<file path="src/rtl/global_bkt_clear.sv">
// Global rollback after a backtrack decision: zeroes lvl_states entries above
// the backtrack level, unassigns var_states entries decided above it, then
// pulses done_bkt for the bin manager.
module global_bkt_clear #(
  parameter int WIDTH_LVL              = 16,
  parameter int WIDTH_BIN_ID           = 10,
  parameter int WIDTH_LVL_STATES       = 11,
  parameter int ADDR_WIDTH_LVLS_STATES = 9,
  parameter int WIDTH_VAR_STATES       = 19,
  parameter int ADDR_WIDTH_VAR_STATES  = 9
) (
  input  logic                              clk,
  input  logic                              rst,
  input  logic                              start_bkt,
  input  logic [WIDTH_LVL-1:0]              bkt_lvl_i,
  input  logic [WIDTH_BIN_ID-1:0]           bkt_bin_i,
  input  logic [WIDTH_LVL-1:0]              cur_lvl_i,
  input  logic [ADDR_WIDTH_VAR_STATES:0]    num_vars_i,
  output logic                              apply_bkt_o,
  output logic                              done_bkt,
  output logic [WIDTH_LVL-1:0]              cur_lvl_o,
  output logic [WIDTH_BIN_ID-1:0]           bkt_bin_o,
  output logic [ADDR_WIDTH_VAR_STATES:0]    cleared_cnt_o,
  output logic                              ram_we_l_state_o,
  output logic [WIDTH_LVL_STATES-1:0]       ram_data_l_state_o,
  output logic [ADDR_WIDTH_LVLS_STATES-1:0] ram_addr_l_state_o,
  output logic                              ram_we_v_state_o,
  input  logic [WIDTH_VAR_STATES-1:0]       ram_data_v_state_i,
  output logic [WIDTH_VAR_STATES-1:0]       ram_data_v_state_o,
  output logic [ADDR_WIDTH_VAR_STATES-1:0]  ram_addr_v_state_o
);

  typedef enum logic [2:0] {
    S_IDLE, S_CLR_LVL, S_RD_VAR, S_CHK_VAR, S_DONE
  } state_t;

  state_t                            r_state, w_next;
  logic [WIDTH_LVL-1:0]              r_bkt_lvl;
  logic [WIDTH_BIN_ID-1:0]           r_bkt_bin;
  logic [ADDR_WIDTH_VAR_STATES:0]    r_num_vars;
  logic [WIDTH_LVL-1:0]              r_lvl_cnt;
  logic [ADDR_WIDTH_VAR_STATES:0]    r_var_cnt;
  logic [ADDR_WIDTH_VAR_STATES:0]    r_cleared;

  logic [1:0]                        w_var_val;
  logic [WIDTH_LVL-1:0]              w_var_lvl;
  logic                              w_unused_implied;
  logic [WIDTH_LVL-1:0]              w_bkt_lvl_p1;
  logic                              w_last_lvl;
  logic                              w_last_var;
  logic                              w_we_l, w_we_v, w_apply, w_done;
  logic [ADDR_WIDTH_LVLS_STATES-1:0] w_addr_l;
  logic [ADDR_WIDTH_VAR_STATES-1:0]  w_addr_v;

  // var_states word = {value[1:0], implied, lvl}; the implied flag plays no
  // part in rollback.
  assign w_var_val        = ram_data_v_state_i[WIDTH_VAR_STATES-1 -: 2];
  assign w_var_lvl        = ram_data_v_state_i[WIDTH_LVL-1:0];
  assign w_unused_implied = ram_data_v_state_i[WIDTH_LVL];

  assign w_bkt_lvl_p1 = r_bkt_lvl + {{(WIDTH_LVL-1){1'b0}}, 1'b1};
  assign w_last_lvl   = (r_lvl_cnt == w_bkt_lvl_p1);
  assign w_last_var   = (r_var_cnt == r_num_vars - {{ADDR_WIDTH_VAR_STATES{1'b0}}, 1'b1});

  // State register
  always_ff @(posedge clk) begin
    if (rst) r_state <= S_IDLE;
    else     r_state <= w_next;
  end

  // Next-state and BRAM control decode. The var write enable in CHK_VAR is
  // decoded from the BRAM read data, which is itself a registered BRAM output.
  always_comb begin
    w_next   = r_state;
    w_we_l   = 1'b0;
    w_we_v   = 1'b0;
    w_addr_l = '0;
    w_addr_v = '0;
    w_apply  = 1'b0;
    w_done   = 1'b0;
    case (r_state)
      S_IDLE: begin
        if (start_bkt) begin
          if (cur_lvl_i > bkt_lvl_i)   w_next = S_CLR_LVL;
          else if (num_vars_i != '0)   w_next = S_RD_VAR;
          else                         w_next = S_DONE;
        end
      end
      S_CLR_LVL: begin
        w_apply  = 1'b1;
        w_we_l   = 1'b1;
        w_addr_l = r_lvl_cnt[ADDR_WIDTH_LVLS_STATES-1:0];
        if (w_last_lvl) w_next = (r_num_vars != '0) ? S_RD_VAR : S_DONE;
      end
      S_RD_VAR: begin
        w_apply  = 1'b1;
        w_addr_v = r_var_cnt[ADDR_WIDTH_VAR_STATES-1:0];
        w_next   = S_CHK_VAR;
      end
      S_CHK_VAR: begin
        w_apply  = 1'b1;
        w_addr_v = r_var_cnt[ADDR_WIDTH_VAR_STATES-1:0];
        w_we_v   = (w_var_val != 2'd0) && (w_var_lvl > r_bkt_lvl);
        w_next   = w_last_var ? S_DONE : S_RD_VAR;
      end
      S_DONE: begin
        w_done = 1'b1;
        w_next = S_IDLE;
      end
      default: w_next = S_IDLE;
    endcase
  end

  // Latches the run parameters at start and steps the level/var counters
  always_ff @(posedge clk) begin
    if (rst) begin
      r_bkt_lvl  <= '0;
      r_bkt_bin  <= '0;
      r_num_vars <= '0;
      r_lvl_cnt  <= '0;
      r_var_cnt  <= '0;
      r_cleared  <= '0;
    end else begin
      case (r_state)
        S_IDLE: begin
          if (start_bkt) begin
            r_bkt_lvl  <= bkt_lvl_i;
            r_bkt_bin  <= bkt_bin_i;
            r_num_vars <= num_vars_i;
            r_lvl_cnt  <= cur_lvl_i;
            r_var_cnt  <= '0;
            r_cleared  <= '0;
          end
        end
        S_CLR_LVL: begin
          if (!w_last_lvl) r_lvl_cnt <= r_lvl_cnt - {{(WIDTH_LVL-1){1'b0}}, 1'b1};
        end
        S_CHK_VAR: begin
          if (w_we_v)      r_cleared <= r_cleared + {{ADDR_WIDTH_VAR_STATES{1'b0}}, 1'b1};
          if (!w_last_var) r_var_cnt <= r_var_cnt + {{ADDR_WIDTH_VAR_STATES{1'b0}}, 1'b1};
        end
        default: ;
      endcase
    end
  end

  assign apply_bkt_o        = w_apply;
  assign done_bkt           = w_done;
  assign cur_lvl_o          = r_bkt_lvl;
  assign bkt_bin_o          = r_bkt_bin;
  assign cleared_cnt_o      = r_cleared;
  assign ram_we_l_state_o   = w_we_l;
  assign ram_addr_l_state_o = w_addr_l;
  assign ram_data_l_state_o = '0;
  assign ram_we_v_state_o   = w_we_v;
  assign ram_addr_v_state_o = w_addr_v;
  assign ram_data_v_state_o = '0;

endmodule
</file>
<file path="config.mk">
export PLATFORM = sky130hd
export DESIGN_NAME = global_bkt_clear
export DESIGN_NICKNAME = d
export VERILOG_FILES = /design/src/rtl/global_bkt_clear.sv
export SDC_FILE = /design/constraint.sdc
export NUM_CORES = 1
export LEC_CHECK = 0
export CORE_ASPECT_RATIO = 0.5
export CORE_UTILIZATION = 25
export CTS_BUF_LIST = sky130_fd_sc_hd__clkbuf_16
export CTS_CLUSTER_DIAMETER = 60
export DETAILED_ROUTE_END_ITERATION = 10
export PLACE_DENSITY = 0.59
export SYNTH_ARGS = -nofsm -noshare
export SYNTH_HDL_FRONTEND = slang
export SYNTH_SLANG_ARGS = --single-unit
</file>
<file path="constraint.sdc">
create_clock -name clk -period 3.64 [get_ports clk]
set_input_delay 0.728 -clock clk [delete_from_list [all_inputs] [get_ports clk]]
set_output_delay 0.728 -clock clk [all_outputs]
set_load 0.01 [all_outputs]
</file>
==> results of run 1 <==
==> state kept, by name, indices dropped and copies added, names as in the netlist <==
register       flops
r_num_vars        10
r_lvl_cnt         16
cur_lvl_o         16
r_var_cnt         10
cleared_cnt_o     10
r_state            3
bkt_bin_o         10
==> logic make-up after synthesis <==
group | after synthesis | share of synthesized area [%]
compound gates | 171 | 20.0
xor+xnor | 30 | 4.77
fa+ha+maj | 37 | 8.41
buf+inv | 113 | 10.1
flops | 75 | 27.3
mux | 4 | 0.750
other cells | 1 | 0.0681
simple gates | 302 | 28.6
==> per-stage QoR <==
stage / cell area, µm² / worst slack [ns] / util, % / power (mW) / instances
finish: 7360 / 0.402 / 34.9 / 3.04 / 1154
global route: 7360 / 0.267 / 34.9 / 3.23 / 1154
CTS: 7340 / 0.0620 / 34.8 / 3.05 / 1153
detailed placement: 7050 / 0.0757 / 33.4 / 2.13 / 1137
global placement: 7050 / 0.105 / 33.4 / 2.11 / 1137
floorplan: 5620 / 0.897 / - / 1.74 / 762
==> power by group <==
part	total (mW)	internal, mW	switching (mW)
registers	1.04	0.905	0.133
clock network	0.908	0.529	0.379
logic	1.09	0.485	0.606
total	3.04	1.92	1.12
==> placed cells by master, fill, tap and decap left out, drive strengths merged, types with 13 or more instances in the layout <==
cell | netlist | layout
o21ai | 24 | 24
conb | 1 | 30
and2 | 16 | 16
buf | 39 | 22
a21oi | 70 | 70
clkdlybuf4s50 | 0 | 128
nor3 | 14 | 14
nand3 | 21 | 21
nor2 | 42 | 42
nand4 | 21 | 21
ha | 37 | 37
or3 | 14 | 14
inv | 45 | 45
nand2 | 108 | 108
and3 | 13 | 13
xnor2 | 16 | 16
xor2 | 14 | 14
dfxtp | 75 | 75
==> worst register-to-register path: stages (launching register included) <==
cell	delay, ns
dfxtp_1	0.35
inv_1	0.07
ha_1	0.31
or4b_1	0.57
or3_1	0.36
o211ai_1	0.18
nand3_1	0.12
a21oi_2	0.30
a211o_1	0.33
or4_1	0.15
a21oi_1	0.06
==> layout make-up <==
type                            instances  area, µm²  share of cell area (%)
Multi-Input combinational cell        574       3570                    48.5
Sequential cell                        75       1500                    20.4
Timing Repair Buffer                  151       1460                    19.8
Tap cell                              292        365                    4.97
Clock buffer                            9        225                    3.06
Inverter                               46        173                    2.35
Clock inverter                          7       68.8                   0.935
==> how the worst max path moves through the flow <==
| stage | startpoint | end | slack, ns | cells past startpoint |
|---|---|---|---|---|
| 2_1_floorplan | ram_data_v_state_i[5] | ram_we_v_state_o | 0.90 | 8 |
| 3_3_place_gp | ram_data_v_state_i[5] | ram_we_v_state_o | 0.10 | 10 |
| 3_5_place_dp | ram_data_v_state_i[5] | ram_we_v_state_o | 0.08 | 10 |
| 4_1_cts | ram_data_v_state_i[5] | ram_we_v_state_o | 0.06 | 10 |
| 5_1_grt | ram_data_v_state_i[9] | ram_we_v_state_o | 0.27 | 10 |
| 6_report | ram_data_v_state_i[9] | ram_we_v_state_o | 0.40 | 10 |
==> per-layer routing <==
layer  wire, µm  up-vias  part of all wire [%]
met5          0        -                     0
met2       8360      132                    47
met1       8310     2643                    47
li1           -     2795                     -
met3        847       18                   4.8
met4        257        0                   1.4
==> timing repair <==
item                       4_1_cts  5_1_grt
buffers inserted                 0        1
hold endpoints to repair         0        0
setup endpoints to repair        0        1
gates resized for setup          0        3
hold buffers                     0        0
==> impl_results.md, run 1 <==
* Status: completed
* Flop-to-flop setup slack at around 0.71 ns
* Setup Skew at 0.0110 ns
* Kind of cell adding the most delay to the critical path: compound AO/OA/AOI/OAI gates
* Final period utilization at 89.0%
* Vias in the first global route at between 5000 and 6000
* Busiest grt layer: met2
* Layout cell share with drive strength beyond 1 at 6.50%
* Buffers added on ports at between 100 and 150
* Met2 GRT Util at around a quarter
* WHS Endpoint: bkt_bin_o[1]
* Overall routing resource usage at approximately 16%
* Hold Vio Cnt, Final at 0
* Path depth of the worst reg2reg path at 10
* Mean cell area of the mapped netlist at roughly 7.5 µm²
* Unrepaired setup endpoints after global routing: false
* Drt first-iter violations at 425
* Site row count at 37
* Slowest stage delay, CP at ~0.41 ns
* Worst path slowest cell: clkdlybuf4s50_1
* Met1 Usage GRT at between 20% and 30%
* Worst vdd ir at roughly 0.20 mV
* HP Start: bkt_bin_o[1]
* Cell taking the most area after synthesis: dfxtp_1
* Commonest cells post-synth: nand2_1 (108), dfxtp_1 (75), a21oi_1 (69), inv_1 (44), nor2_1 (41)
* DR vias at 5588
* R2r endpoint: r_var_cnt[9]
* Total negative slack at 0 ns
* Grt total ovfl at 0
* Dpl hpwl at 13.8 mm
* Arr. time, crit path at around 2.5 ns
* Largest net degree at the start of global routing at 35
* Die width at 212 µm
* Clk sinks at 75
* Initial antenna violation count at 0
* Die H at approximately 110 µm
* RR Startpoint: r_num_vars[0]
* Worst slew pin tran at 0.694 ns
* Drt via density at ~4.8
* DR pass1 iterations at 8
* Most frequent cell after synthesis: nand2_1
* Gpl congestion at 0.821
* Class of the worst hold path: flop to flop
* Fill cells at 2228
* Setup violators final at 0
* Nets at around 970
* Post-Syn Instances at 733
* Worst EP required at 2.91 ns
* Clock buffer depth at 2
* DRC viols at 0
* Die area at 22700 µm²
* Post-synthesis sequential area ratio at 27.3%
* Core area at 21100 µm²
* Post-synth cell types at between 70 and 80
* Root buf cell: clkbuf_16
* Diodes inserted at 0
* Yosys Warn Count at 0
* Yosys top cell area share at 27.3%
* Crit path kind: input pin to output port
* Hold_ws at about 0.46 ns
* Routed WL per cell at roughly 15 µm
* Synth Cell Area at roughly 5500 µm²
* Number of synthesized flops with an enable pin at 0
* Initial cell density of the core at a little over a quarter
* Layout area overhead at 33.6%
* CP endpoint kind: output port
* CTS clock-pin slew for the worst setup and hold paths at roughly 0.06 ns
* Flops & latches, synth at 75
* Clk Latency, worst-skew pair at roughly 0.34 ns
* Max Clock Freq at about 310 MHz
* Ys flop type: dfxtp_1
* Leak at approximately 2.8 nW
* H-tree depth at 3
* Worst Path Max Fanout at 2
* Global-route wire length before repair at roughly 28 mm
* Antenna violation net count after detailed routing at 0
* Async S/R FF share, synth at 0%
* Cell mode on critical path: a21o_1
* TritonCTS clock tree: built
* Met3 Usage GRT at 3.16%
* DRT Wirelength at 17.8 mm
* Final critical-path required period at around 3.2 ns
* Crit-path cells: clkdlybuf4s50_1 -> ha_1 -> a21o_1 -> a21o_1 -> a21oi_1 -> o21a_1 -> o211ai_1 -> nand2_1 -> inv_1 -> dlymetal6s2s_1
* Max-Cap Viols at 0
* Slew headroom at 53.7%
* Startpoint types: input pin
* Num CTS Buffers at 9
* Hold Path Depth at 2
* Number of I/O pins at around 160
* Cell area power density at approximately 410 nW/µm²
* Synth area leaders: dfxtp_1 (27%), ha_1 (8.4%), nand2_1 (7.4%)
* Final Max Tran Viols at 0
* Buf/Inv on CP at 3
(Power assumes the default switching activity.)
==> run 2, diff against run 1 <==
Settings changed: PLACE_DENSITY 0.59 to 0.49.
==> impl_results.md, run 2 (same netlist as run 1, synthesis figures left out) <==
* Worst EP required at 2.91 ns (about the same)
* Beginning of the critical path: ram_data_v_state_i[5]
* Worst vdd ir at 0.228 mV (+12%)
* Fill cells at 2215 (-0.58%)
* DR vias at 5602 (+0.25%)
* Final critical-path required period at 3.28 ns (+0.0410 ns)
* Initial cell density of the core at 26.1% (unchanged)
* Path depth of the worst reg2reg path at 8 (-2)
* Site row count at 37 (unchanged)
* Die area at 22700 µm² (unchanged)
* Layout cell share with drive strength beyond 1 at 6.57% (+0.078 points)
* Max-Cap Viols at 0 (unchanged)
* Dpl hpwl at 14.1 mm (+2.4%)
* Routed WL per cell at 15.5 µm (+0.74%)
* Fin area at 7410 µm² (+0.66%)
* Setup violators final at 0 (unchanged)
* Placed cell area at 7080 µm² (+0.53%)
* Cell mode on critical path: a21o_1
* Worst Path Max Fanout at 2 (unchanged)
* Layout area overhead at 34.5%
* Antenna violation net count after detailed routing at 0 (unchanged)
* Vias in the first global route at 5391 (+2.7%)
* Startpoint types: input pin
* Setup Skew at 0.0123 ns (+0.00127 ns)
* Diodes inserted at 0 (unchanged)
* Worst path slowest cell: clkdlybuf4s50_1
* Cell Int Power at 1.99 mW (+3.4%)
* Sequential Power Share at 33.5% (-0.7 points)
* Hold_ws at 0.454 ns (-0.00294 ns)
* Nets at 973 (+0.52%)
* Slew headroom at 46.6% (-7.2 points)
* Post-route setup slack at 0.361 ns (-0.0410 ns)
* Drt first-iter violations at 320 (-25%)
* Switching power at 1.11 mW (-0.35%)
* Commonest non-fill, non-tap cell in the layout: clkdlybuf4s50_1
* TritonCTS clock tree: built
* Buffers added on ports at 130 (unchanged)
* Max Clock Freq at 305 MHz (-1.3%)
* Global-route wire length before repair at 29.0 mm (+3.6%)
* Die width at 212 µm (unchanged)
* Clock power frac at 31.1% (+1.2 points)
* DRT Wirelength at 18.0 mm (+1.2%)
* Crit path kind: input pin to output port
* Core area at 21100 µm² (unchanged)
* Clock buffer depth at 2 (unchanged)
* Hold-fix buffers at CTS at 0 (unchanged)
* Crit-path cells: clkdlybuf4s50_1 -> ha_1 -> a21o_1 -> a21o_1 -> a21oi_1 -> o21a_1 -> o211ai_1 -> nand2_1 -> inv_1 -> dlymetal6s2s_1
* Switch share at 35.9% (-0.86 points)
* Cell area power density at 418 nW/µm² (+1.4%)
* Worst slew pin tran at 0.800 ns (+0.106 ns)
* Drt via density at 4.83 (-0.18%)
* HP Start: bkt_bin_o[1]
* CTS clock-pin slew for the worst setup and hold paths at 0.06 ns (about the same)
* Clk sinks at 75 (unchanged)
* Arr. time, crit path at 2.55 ns (+0.04 ns)
* DR pass1 iterations at 4 (-4)
* DRC viols at 0 (unchanged)
* Final Max Tran Viols at 0 (unchanged)
* Num CTS Buffers at 9 (unchanged)
* Unrepaired setup endpoints after global routing: false
* RR Startpoint: cur_lvl_o[3]
* Number of I/O pins at 162 (unchanged)
* DP Cell Count at 1142 (+0.44%)
* Gate power share at 35.4% (-0.5 points)
* Core Util, Final at 35.2% (+0.23 points)
* Leak at 2.89 nW (+1.4%)
* Slowest stage delay, CP at 0.41 ns (about the same)
* Final period utilization at 90.1% (+1.1 points)
* Clk Latency, worst-skew pair at 0.34 ns (about the same)
* H-tree depth at 3 (unchanged)
* Grt total ovfl at 0 (unchanged)
* Most frequent cells in the layout: clkdlybuf4s50_1 (128), nand2_1 (107), dfxtp_1 (75)
* Largest net degree at the start of global routing at 31 (-11%)
* Gpl congestion at 0.811 (-1.2%)
* Root buf cell: clkbuf_16
* Hold Path Depth at 2 (unchanged)
* Pre-CTS setup slack at -0.00334 ns (-0.0791 ns)
* CP endpoint kind: output port
* Non-Filler Instances at 1159 (+0.43%)
* Status: completed
* Class of the worst hold path: flop to flop
* Overall routing resource usage at 16.3% (+0.57 points)
* Initial antenna violation count at 0 (unchanged)
* Die H at 107 µm (unchanged)
* Hold Vio Cnt, Final at 0 (unchanged)
==> run 2: changes by cell type in the layout (fill, tap and decap cells not counted), sizes merged <==
cell | previous run | this run
buf | 22 | 27
clkinv | 6 | 3
inv | 45 | 48
bufinv | 1 | 2
clkinvlp | 1 | 0
==> run 2: final timing paths <==
| check | to | slack, ns |
|---|---|---|
| min reg2reg | bkt_bin_o[1] | 0.45 |
| max reg2reg | r_lvl_cnt[8] | 0.69 |
| min | bkt_bin_o[1] | 0.45 |
| max | ram_we_v_state_o | 0.36 |
==> run 2: metal layers <==
metal / GRT usage (%) / wire, µm / vias to the layer above
li1: - / - / 2811
met1: 22.1 / 8730 / 2667
met2: 27.1 / 8470 / 115
met3: 2.69 / 672 / 9
met4: 3.11 / 115 / 0
met5: 0 / 0 / -
==> run 2: power by group through the flow <==
stage	sequential [mW]	combinational [mW]	clock, mW
floorplan	1.01	0.734	0
global placement	1.05	1.08	0
detailed placement	1.06	1.09	0
CTS	1.04	1.10	0.990
global route	1.05	1.23	1.03
finish	1.04	1.10	0.964
==> run 2: what timing repair did <==
| item | in CTS | in global routing |
|---|---|---|
| resized for setup | 1 | 1 |
| endpoints found under the setup margin | 1 | 1 |
| pin swaps | 0 | 2 |
| setup buffers | 0 | 1 |
==> run 2: through the flow <==
step / total power [mW] / setup TNS [ns]
2_1_floorplan: 1.74 / 0
3_3_place_gp: 2.13 / 0
3_5_place_dp: 2.15 / -0.00334
4_1_cts: 3.13 / 0
5_1_grt: 3.31 / 0
6_report: 3.10 / 0
==> run 2: worst max-delay path, delay by kind of cell <==
kind	cells	cell delay (ns)
buffers and inverters	3	0.62
adder cells (fa/ha/maj)	1	0.29
AO/OA/AOI/OAI	5	0.81
AND/OR/NAND/NOR	1	0.11
==> run 2: cell type report <==
cell class,count,area (µm²),area share [%]
Tap cell,292,365,4.93
Clock buffer,9,225,3.04
Inverter,46,173,2.33
Sequential cell,75,1500,20.3
Multi-Input combinational cell,574,3560,48.1
Clock inverter,7,83.8,1.13
Timing Repair Buffer,156,1490,20.2
==> patch 1, RTL diff (flow settings as in run 1) <==
Set the parameter `ADDR_WIDTH_VAR_STATES` to 10 (it was 9).
--- a/src/rtl/global_bkt_clear.sv
+++ b/src/rtl/global_bkt_clear.sv
@@ -9,3 +9,3 @@
   parameter int WIDTH_VAR_STATES       = 19,
-  parameter int ADDR_WIDTH_VAR_STATES  = 9
+  parameter int ADDR_WIDTH_VAR_STATES  = 10
 ) (
Ports: changed (resized cleared_cnt_o, num_vars_i and ram_addr_v_state_o); port bits go from 162 to 165. The function was not compared with the original's and may differ.
==> patch 1 against run 1 <==
- worst setup slack lost 0.045 ns
- total power increased by 7.4%
- maximum frequency is 1.4% lower
- clock power increased by 11%
- utilization is 0.61 points lower
- sequential cell count rose by 3
- critical path depth decreased by 2
- die area rose by 6.9%
- routed wire length increased by 8.3%
- hold slack got worse by 0.0053 ns
- synthesized area is 7.0% higher
- global-route usage rose by 0.50 points
- cell area up 7.2%
- critical path type unchanged
- largest power group unchanged
- highest routed layer unchanged
==> patch 1: results (changes against run 1) <==
* Status: finished, final reports clean
* Post-Syn Instances at 774 (+5.6%)
* Total routed wirelength at 19200 um (+8.3%)
* Post-synthesis mux area share at 0.00892 (+0.00142)
* Placement Setup Slack at -0.0675 ns (-0.143 ns)
* Post-Synth XOR/XNOR Area at 0.0520 (+0.00431)
* Number of global-route vias before repair at 5794 (+10%)
* Max VDD drop at 182 uV (-11%)
* Sequential share of the synthesized area at 0.265 (-0.00764)
* Post-placement cell area at 7540 um^2 (+7.0%)
* H-tree levels at 3 (unchanged)
* # fillers at 2413 (+8.3%)
* Layout Nets at 1017 (+5.1%)
* Placed Instances at 1200 (+5.5%)
* Post-synth top cells: 98 x nand2_1, 78 x dfxtp_1, 68 x a21oi_1
* Met1 Usage GRT at 0.223 (+0.0106)
* DRT Pass-1 Iters at 5 (-3)
* Port bufs at 133 (+2.3%)
* Adder-cell share of the synthesized area at 0.0786 (-0.00550)
* Hpwl dp at 14800 um (+7.4%)
* Dominant cells by area after synthesis: dfxtp_1 27%, ha_1 7.9%, nand2_1 6.2%, a21oi_1 5.8%, buf_4 3.9%
* Gr usage total at 0.162 (+0.00503)
* Via count at 6064 (+8.5%)
* Met3 Usage GRT at 0.0287 (-0.00298)
* Synth cell types at 77 (+2.7%)
* DR iter-0 viols at 419 (-1.4%)
* First-pass GRT wire length at 31100 um (+11%)
* Skew final at 0.0118 ns (+0.000763 ns)
* Synth Area in Compound Gates at 0.213 (+0.0131)
* Worst Path Arrival at 2.56 ns (+0.05 ns)
* Crit path max-delay family: compound AO/OA/AOI/OAI gates
* Synthesis Warnings at 0 (unchanged)
* Leakage power at 2.98 nW (+4.7%)
* GR Util met2 at 0.259 (+0.00508)
* Multi-input logic area at 3860 um^2 (+8.2%)
* Gpl congestion at 0.841 (+2.5%)
* Critical path fanouts, max at 4 (+2)
==> patch 1: cell count changes after synthesis, sizes merged, moves of 4 or more <==
cell           run 1  this run
or4                8        15
nor3              14        20
o32ai              0         4
and2              16        23
xnor2             16        22
o21ai             24        17
inv               45        52
a211oi             4         8
nand2            108        99
and3              13         5
o31ai              3        17
nand3             21        27
buf               39        43
o211ai            11         7
==> patch 1: worst register-to-register path, stage by stage, from the launching register on <==
cell	delay (ns)
dfxtp_1	0.33
ha_1	0.26
nand3_1	0.23
or4_1	0.57
o21bai_1	0.22
a211o_1	0.37
or4b_4	0.63
nand4b_1	0.16
mux2_1	0.32
==> patch 1: layer usage <==
layer,routed length (um),vias up,share of wire
met5,0,-,0
met3,911,16,0.047
met4,174,0,0.0090
met2,8890,158,0.46
met1,9270,2902,0.48
li1,-,2988,-
==> patch 1: timing repair <==
item	4_1_cts	5_1_grt
gates resized for setup	1	2
endpoints found under the setup margin	1	1
setup buffers	0	1
cloned	0	0
pin swaps	0	2
==> patch 1: worst paths after layout <==
check                        start          endpoint  slack (ns)  depth (start not counted)
max          ram_data_v_state_i[5]  ram_we_v_state_o        0.36                          8
min                   bkt_bin_o[4]      bkt_bin_o[4]        0.45                          2
max reg2reg           cur_lvl_o[0]     r_lvl_cnt[11]        0.44                          8
min reg2reg           bkt_bin_o[4]      bkt_bin_o[4]        0.45                          2
==> patch 1: final cells by class <==
class                           instances  share of cell area
Clock buffer                            9              0.0286
Inverter                               52              0.0247
Multi-Input combinational cell        602               0.489
Tap cell                              307              0.0487
Timing Repair Buffer                  162               0.198
Sequential cell                        78               0.198
Clock inverter                          7              0.0130
==> patch 1: report_power, final <==
| group | internal (mW) | switching [mW] |
|---|---|---|
| Combinational | 0.524 | 0.656 |
| Clock | 0.611 | 0.403 |
| Sequential | 0.939 | 0.130 |
==> patch 2, RTL diff (flow settings as in run 1) <==
Without the edit above. Make the reset (`rst`) asynchronous in 2 clocked blocks.
--- a/src/rtl/global_bkt_clear.sv
+++ b/src/rtl/global_bkt_clear.sv
@@ -65,3 +65,3 @@
   // State register
-  always_ff @(posedge clk) begin
+  always_ff @(posedge clk or posedge rst) begin
     if (rst) r_state <= S_IDLE;
@@ -114,3 +114,3 @@
   // Latches the run parameters at start and steps the level/var counters
-  always_ff @(posedge clk) begin
+  always_ff @(posedge clk or posedge rst) begin
     if (rst) begin
Behaviour: differs if rst is asserted again (counterexample within 4 cycles, from zero or initial values and one cycle with rst high); with rst held inactive, the same outputs for 10 cycles.
==> patch 2 against run 1 <==
- sequential share of layout area rose by 3.9 points
- cell area rose by 4.8%
- synthesized area rose by 4.5%
- worst setup slack got worse by 0.27 ns
- sequential cell count did not move
- global-route usage fell by 0.81 points
- final cell count fell by 1.9%
- critical endpoint unchanged
- routed wire length fell by 1.9%
Power is not compared: it rests on default switching activity, and its combinational part moved more than twofold at a synthesized area within 25%.
==> patch 2: results (changes against run 1) <==
* Gr usage total at 0.149 (-0.00810)
* Synth top area share at 0.326 (+0.0536)
* Met3 Usage GRT at 0.0346 (+0.00295)
* Clock Latency Late Sink at 0.34 ns (about the same)
* DRT Pass-1 Iters at 5 (-3)
* Critical Path Sink: ram_we_v_state_o
* Setup violations, final at 0 (unchanged)
* Critical path fanouts, max at 2 (unchanged)
* DR WL met3 at 881 um (+4.0%)
* Top FF cell, synth: dfrtp_1
* Synthesis Warnings at 0 (unchanged)
* Share of cells above drive strength 1 at 0.0829 (+0.0180)
* Antenna violations before repair at 0 (unchanged)
* Reg2reg end: r_var_cnt[1]
* Clock sinks at 75 (unchanged)
* Hpwl dp at 13700 um (-0.77%)
* DR iter-0 viols at 399 (-6.1%)
* Gpl congestion at 0.854 (+4.0%)
* Dominant cells by area after synthesis: dfrtp_1 33%, ha_1 8.0%, nand2_1 7.2%, buf_4 4.0%, o21ai_0 3.4%
* Placement Setup Slack at -0.286 ns (-0.362 ns)
* Clk root buf: clkbuf_16
* Async SR Flop Fraction at 1.00 (+1.00)
* Port bufs at 130 (unchanged)
* CP max stage delay at 0.40 ns
* Synth cell types at 67 (-11%)
* Vias/cell at 4.82 (-0.45%)
* Leakage power at 3.35 nW
* Min Tclk post-route at 3.50 ns (+0.266 ns)
* Tightest Pin Transition at 0.759 ns (+0.0653 ns)
* Sequential share of the synthesized area at 0.326 (+0.0536)
* Int Power at 1.46 mW
* Largest net degree at the start of global routing at 41 (+17%)
* Num CTS Buffers at 9 (unchanged)
* Clock power frac at 0.469
* PostCTS Resize Cnt at 2 (+2)
* Worst min-delay path category: reg -> reg
* Post-synth top cells: 111 x nand2_1, 75 x dfrtp_1, 50 x inv_1
* Post-placement cell area at 7420 um^2 (+5.3%)
* Combinational power share at 0.099
* Reg-to-reg slack, setup at 0.60 ns (-0.11 ns)
* Cell depth of the worst flop-to-flop path at 8 (-2)
* Met2 wire length at 8460 um (+1.2%)
* Hold-fix buffers at CTS at 0 (unchanged)
* Setup Buffers After CTS at 0 (unchanged)
* Worst R2R Start: r_num_vars[0]
* Number of global-route vias before repair at 5148 (-1.9%)
* M1 wire length at 7960 um (-4.3%)
* Layout Nets at 939 (-3.0%)
* Worst hold path depth at 2 (unchanged)
* First-pass GRT wire length at 27500 um (-1.7%)
* Max VDD drop at 173 uV
* Detailed-route wire length per cell at 15.4 um (about the same)
* Slowest cell on crit path: clkdlybuf4s50_1
* Worst Setup SP: ram_data_v_state_i[1]
* Clock-pin slew on the worst setup and hold paths at 0.06 ns (about the same)
* Met1 Usage GRT at 0.191 (-0.0221)
* Status: finished, final reports clean
* Skew final at 0.00868 ns (-0.00233 ns)
* GR Util met2 at 0.257 (+0.00333)
* Worst Path Arrival at 2.78 ns (+0.27 ns)
## patch 2: final cells by class
class / instances / area (um^2)
clock buffers: 9 / 225
inverters: 50 / 188
flip-flops and latches: 75 / 1880
clock inverters: 6 / 67.6
well taps: 300 / 375
repair buffers: 163 / 1570
fillers: 2298 / 14400
multi-input cells: 529 / 3410
## patch 2: critical path, delay by kind of cell
family	cells	cell delay, ns
adder cells (fa/ha/maj)	1	0.29
buffers and inverters	3	0.64
AND/OR/NAND/NOR	2	0.44
AO/OA/AOI/OAI	3	0.67
## patch 2: kinds of logic (layout without fill, tap and decap cells)
| group | after synthesis | after routing | synth area share |
|---|---|---|---|
| fa+ha+maj | 37 | 37 | 0.0805 |
| flops | 75 | 75 | 0.326 |
| xor+xnor | 38 | 38 | 0.0605 |
| other cells | 1 | 30 | 0.000652 |
| simple gates | 275 | 275 | 0.239 |
| buf+inv | 122 | 228 | 0.102 |
| mux | 10 | 10 | 0.0174 |
| compound gates | 139 | 139 | 0.174 |
## patch 2: worst min-delay path by stage
stage,startpoint,endpoint,slack [ns]
2_1_floorplan,r_num_vars[9],r_num_vars[9],0.48
3_3_place_gp,bkt_bin_o[3],bkt_bin_o[3],0.46
3_5_place_dp,bkt_bin_o[9],bkt_bin_o[9],0.46
4_1_cts,bkt_bin_o[9],bkt_bin_o[9],0.48
5_1_grt,bkt_bin_o[2],bkt_bin_o[2],0.50
6_report,bkt_bin_o[9],bkt_bin_o[9],0.47
## patch 2: metrics by stage
stage               TNS (ns)  hold slack, ns  utilization  std cells  power [mW]
finish                     0           0.472        0.349       1132        1.93
global route               0           0.496        0.349       1132        2.01
CTS                        0           0.479        0.349       1132        1.96
detailed placement    -0.286           0.462        0.336       1117        1.04
global placement      -0.272           0.459        0.336       1117        1.04
floorplan                  0           0.480            -        726       0.949
